===== src/rtl/search_capture_pkg.sv =====
// Shared defaults and helpers for the search capture FIFO slice.
package search_capture_pkg;

   localparam int DEF_WIDTH = 3;   // {out_unconst, out2, out1}
   localparam int DEF_DEPTH = 4;   // power of two, at least 2
   localparam int DEF_CNT_W = 8;   // saturating overflow counter width

   typedef logic [DEF_WIDTH-1:0] sample_t;

   // Pointer width for a power-of-two deep array.
   function automatic int ptr_w(input int depth);
      return $clog2(depth);
   endfunction

endpackage


===== src/rtl/search_capture_ram.sv =====
// DEPTH x WIDTH storage: one synchronous write port, one asynchronous read port.
// The array is deliberately not reset; the FIFO pointers define which entries are live.
module search_capture_ram
   import search_capture_pkg::*;
#(
   parameter int WIDTH = DEF_WIDTH,
   parameter int DEPTH = DEF_DEPTH,
   parameter int AW    = ptr_w(DEF_DEPTH)
) (
   input  logic             clk,
   input  logic             we,
   input  logic [AW-1:0]    waddr,
   input  logic [WIDTH-1:0] wdata,
   input  logic [AW-1:0]    raddr,
   output logic [WIDTH-1:0] rdata
);

   logic [WIDTH-1:0] mem [DEPTH];

   // Write the addressed entry on the rising edge when enabled.
   always_ff @(posedge clk) begin
      if (we) begin
         mem[waddr] <= wdata;
      end
   end

   assign rdata = mem[raddr];

endmodule


===== src/rtl/search_capture_fifo.sv =====
// Captures datapath samples on a strobe into a first-word-fall-through FIFO,
// presents them on a valid/ready port and counts samples dropped while full.
//
// Handshake: a transfer (pop) happens in a cycle where out_valid and out_ready
// are both high at the rising edge. out_valid depends only on registered
// occupancy, never on out_ready, and out_data is held stable while out_valid
// is high and out_ready is low.
module search_capture_fifo
   import search_capture_pkg::*;
#(
   parameter int WIDTH = DEF_WIDTH,
   parameter int DEPTH = DEF_DEPTH,
   parameter int CNT_W = DEF_CNT_W
) (
   input  logic                         clk,
   input  logic                         rst_n,
   input  logic                         sample_en,
   input  logic [WIDTH-1:0]             d_in,
   input  logic                         out_ready,
   output logic                         out_valid,
   output logic [WIDTH-1:0]             out_data,
   output logic [$clog2(DEPTH+1)-1:0]   count,
   output logic                         full,
   output logic                         empty,
   output logic [CNT_W-1:0]             overflow_cnt
);

   localparam int AW = ptr_w(DEPTH);
   localparam int CW = $clog2(DEPTH + 1);

   logic [AW-1:0]    wr_ptr;
   logic [AW-1:0]    rd_ptr;
   logic [WIDTH-1:0] head;
   logic             push;
   logic             pop;
   logic             drop;

   // Flags come straight from the occupancy register so they can never disagree with it.
   always_comb begin
      full      = (count == CW'(DEPTH));
      empty     = (count == '0);
      out_valid = ~empty;
      out_data  = out_valid ? head : '0;
   end

   // A full FIFO still accepts a sample when the head leaves in the same cycle.
   always_comb begin
      pop  = out_valid & out_ready;
      push = sample_en & (~full | pop);
      drop = sample_en & full & ~pop;
   end

   // Pointers wrap naturally at DEPTH because DEPTH is a power of two.
   always_ff @(posedge clk or negedge rst_n) begin
      if (!rst_n) begin
         wr_ptr <= '0;
         rd_ptr <= '0;
      end else begin
         if (push) wr_ptr <= wr_ptr + AW'(1);
         if (pop)  rd_ptr <= rd_ptr + AW'(1);
      end
   end

   // Occupancy moves only when exactly one of push/pop happens.
   always_ff @(posedge clk or negedge rst_n) begin
      if (!rst_n) begin
         count <= '0;
      end else begin
         case ({push, pop})
            2'b10:   count <= count + CW'(1);
            2'b01:   count <= count - CW'(1);
            default: count <= count;
         endcase
      end
   end

   // Dropped-sample counter sticks at all-ones instead of wrapping.
   always_ff @(posedge clk or negedge rst_n) begin
      if (!rst_n) begin
         overflow_cnt <= '0;
      end else if (drop && (overflow_cnt != '1)) begin
         overflow_cnt <= overflow_cnt + CNT_W'(1);
      end
   end

   search_capture_ram #(
      .WIDTH (WIDTH),
      .DEPTH (DEPTH),
      .AW    (AW)
   ) u_ram (
      .clk   (clk),
      .we    (push),
      .waddr (wr_ptr),
      .wdata (d_in),
      .raddr (rd_ptr),
      .rdata (head)
   );

endmodule


===== config.mk =====
export PLATFORM = sky130hd
export DESIGN_NAME = search_capture_fifo
export DESIGN_NICKNAME = d
export VERILOG_FILES = /design/src/rtl/search_capture_pkg.sv /design/src/rtl/search_capture_ram.sv /design/src/rtl/search_capture_fifo.sv
export SDC_FILE = /design/constraint.sdc
export NUM_CORES = 1
export LEC_CHECK = 0
export BUFFER_PORTS_ARGS = -buffer_cell sky130_fd_sc_hd__buf_2
export CORE_ASPECT_RATIO = 1.2
export CORE_MARGIN = 1.5
export CORE_UTILIZATION = 40
export DETAILED_ROUTE_END_ITERATION = 6
export SLEW_MARGIN = 15
export SYNTH_ARGS = -nofsm -noshare
export SYNTH_HDL_FRONTEND = slang
export SYNTH_HIERARCHICAL = 1
export SYNTH_SLANG_ARGS = --single-unit

===== constraint.sdc =====
create_clock -name clk -period 2.2 [get_ports clk]
set_input_delay 0.44 -clock clk [delete_from_list [all_inputs] [get_ports clk]]
set_output_delay 0.44 -clock clk [all_outputs]
set_load 0.1 [all_outputs]

==> metrics.md <==
| Metric | Value |
|---|---|
| First-pass GRT wire length | ~3500 um |
| Placed Area | 0.00147 sq mm |
| Via density per instance | 5.07 |
| Htree depth | 1 |
| Antenna fix cells | 0 |
| Post-synth EDFFs | 12 |
| Final worst-path cycle share | 96.4% |
| Top FF cell, synth | dfrtp_1 |
| Sequential share of the synthesized area | 58.8% |
| Achievable Freq | 472 MHz |
| Slew @ Worst Pin | slightly below 0.5 ns |
| Syn. warnings | 6 |
| Overall routed net length | between 2000 and 2500 um |
| Clock Latency Late Sink | 0.32 ns |
| Worst setup SP type | flip-flop |
| DRC viols | 0 |
| Yosys top cell area share | 30.0% |
| CP endpoint kind | output pin |
| Cell row count | 22 |
| Max-cap check violation count | 0 |
| Worst slew margin | ~68% |
| Synth unique cells | 32 |
| Setup repair after global routing missed its margin | true |
| Synthesized net count | 100 |
| Largest net degree at the start of global routing | 17 |
| Final Cell Area | ~0.0015 sq mm |
| Worst hold path class | input port to flip-flop |
| Setup Crit Path Kind | flip-flop to output pin |
| Die ar. | about 0.0035 sq mm |
| Crit-path max FO | 5 |
| Antenna-violating nets left | 0 |
| Top Ports | 24 |
| Core footprint | roughly 0.0030 sq mm |
| Synth top area cells | dfrtp_1, edfxtp_1, mux4_1 |
| Final Max Slew Viols | 0 |
| Layout cells sized above 1 | roughly two fifths |
| Endpoints failing hold | 0 |
| Vias | 791 |
| Overflow after GRT | 0 |
| Clk root buf | clkbuf_4 |
| CTS tree | yes |
| Netlist Area Pre-Place | roughly 0.0013 sq mm |
| Placer Congestion | 0.710 |
| Post-Layout Cell Count | roughly 160 |
| Post-synthesis async set-or-reset flop share | a little under three fifths |
| Synthesized area per cell | 13.9 sq um |
| Die X | around 54 um |
| Dpl cells | 150 |
| Starting Density | about two fifths |
| Clock Path Buffers | 2 |
| Area leader, netlist | dfrtp_1 |
| Post-layout min period | about 2.1 ns |
| Drt wl/cell | about 13 um |
| Port Buffer Count | 23 |
| Num CTS Buffers | 3 |
| Worst EP arrival | 1.68 ns |
| Reg clk slew, reported paths | roughly 0.15 ns |
| Nets | roughly 130 |
| Clk sinks | 27 |
| Die Y-Extent | 64.3 um |
| Layout area overhead | 23.1% |
| DP HPWL | 1590 um |
| Vias in the first global route | 776 |
| GRT Util Overall | 13.9% |
| DRT Pass-1 Iters | 4 |
| Final setup viols | 0 |
| Initial antenna violation count | 0 |
| Iteration-0 DRC count of the detailed router | 16 |
| Clock Skew | roughly 0.0046 ns |
| Syn Inst Count | 90 |
| Synthesized flop and latch total | 27 |
| Status | complete, no violations |
| Worst EP required | 1.76 ns |
-- registers in the layout, summed over array words and instances (netlist names) --
register	flops
wr_ptr	2
u_ram/mem	12
rd_ptr	2
overflow_cnt	8
count	3
-- worst paths after layout --
| kind | from | end | slack (ns) | cells past startpoint |
|---|---|---|---|---|
| max in group asynchronous | rst_n | count[1]$_DFFE_PN0P_ | 1.36 | 2 |
| hold reg to reg | wr_ptr[1]$_DFFE_PN0P_ | wr_ptr[1]$_DFFE_PN0P_ | 0.54 | 1 |
| hold / removal | d_in[1] | u_ram/mem[2][1]$_DFFE_PP_ | 0.32 | 1 |
| setup / recovery | rd_ptr[0]$_DFFE_PN0P_ | out_data[0] | 0.08 | 3 |
| setup reg to reg | count[1]$_DFFE_PN0P_ | count[2]$_DFFE_PN0P_ | 0.08 | 8 |
| min in group asynchronous | rst_n | count[0]$_DFFE_PN0P_ | 0.54 | 2 |
-- logic make-up (layout without fill, tap and decap cells) --
group | Yosys count | in the layout | synth area share (%)
adder cells (fa/ha/maj) | 3 | 3 | 3.60
flip-flops | 27 | 27 | 58.8
XOR/XNOR | 9 | 9 | 6.30
buffers and inverters | 8 | 38 | 2.40
AND/OR/NAND/NOR | 30 | 30 | 16.0
AO/OA/AOI/OAI | 7 | 7 | 3.70
multiplexers | 6 | 6 | 9.20
-- timing repair --
action	CTS	global route
hold endpoints to repair	0	5
setup endpoints to repair	4	4
gates cloned	0	0
pin swaps	0	2
hold buffers	0	1
setup buffers	0	1
resized for setup	5	3
-- layer usage --
metal / vias to the layer above / wire, um / global-route usage [%]
met3: 2 / 77 / 2.10
met4: 0 / 24 / 4.69
met1: 385 / 936 / 18.4
met2: 15 / 1060 / 22.7
li1: 389 / - / -
met5: - / 0 / 0
-- cell usage in the layout, fill, tap and decap left out, types with 2 or more instances in the layout --
master,n
xor2_1,3
buf_2,19
clkinvlp_4,2
nor2_1,2
mux4_1,3
inv_1,5
a31oi_1,3
and2_2,3
edfxtp_1,12
and3_1,3
buf_4,4
xnor2_1,6
buf_6,3
nand3_1,3
dfrtp_1,11
dfrtp_4,3
and3b_1,2
clkbuf_4,3
nand2_1,5
o21a_1,2
-- stage by stage --
step	hold WS, ns	setup TNS [ns]	util [%]	setup WS (ns)
floorplan	0.144	-0.105	-	-0.0761
global placement	0.370	0	48.6	0.0480
detailed placement	0.371	-0.0184	48.6	-0.0184
CTS	0.00163	0	49.9	0.0141
global route	0.300	-0.0509	50.9	-0.0440
finish	0.323	0	50.9	0.0801
-- cells in the mapped netlist (all sizes together), types with 2 or more instances --
cell and instances:
edfxtp 12, nor2 2, and3b 2, o21a 2, xor2 3, mux4 3, xnor2 6, nor3 2
and3 3, dfrtp 15, nand2 6, mux2 2, inv 7, nand3 4, ha 2, and2 4
a31oi 3
-- layout make-up --
type / instances / area (sq um)
Sequential cell: 27 / 748
Inverter: 7 / 30.0
Clock inverter: 1 / 7.51
Fill cell: 281 / 1490
Clock buffer: 3 / 22.5
Timing Repair Buffer: 27 / 169
Tap cell: 36 / 45.0
Multi-Input combinational cell: 55 / 518
-- critical path, cell delays in order, from the launching register on --
cell     delay [ns]
dfrtp_2        0.45
mux4_1         0.55
and2_2         0.19
buf_6          0.18
Power is not shown: default switching activity piles up to over one toggle a cycle in this logic, so the estimate is an artifact.
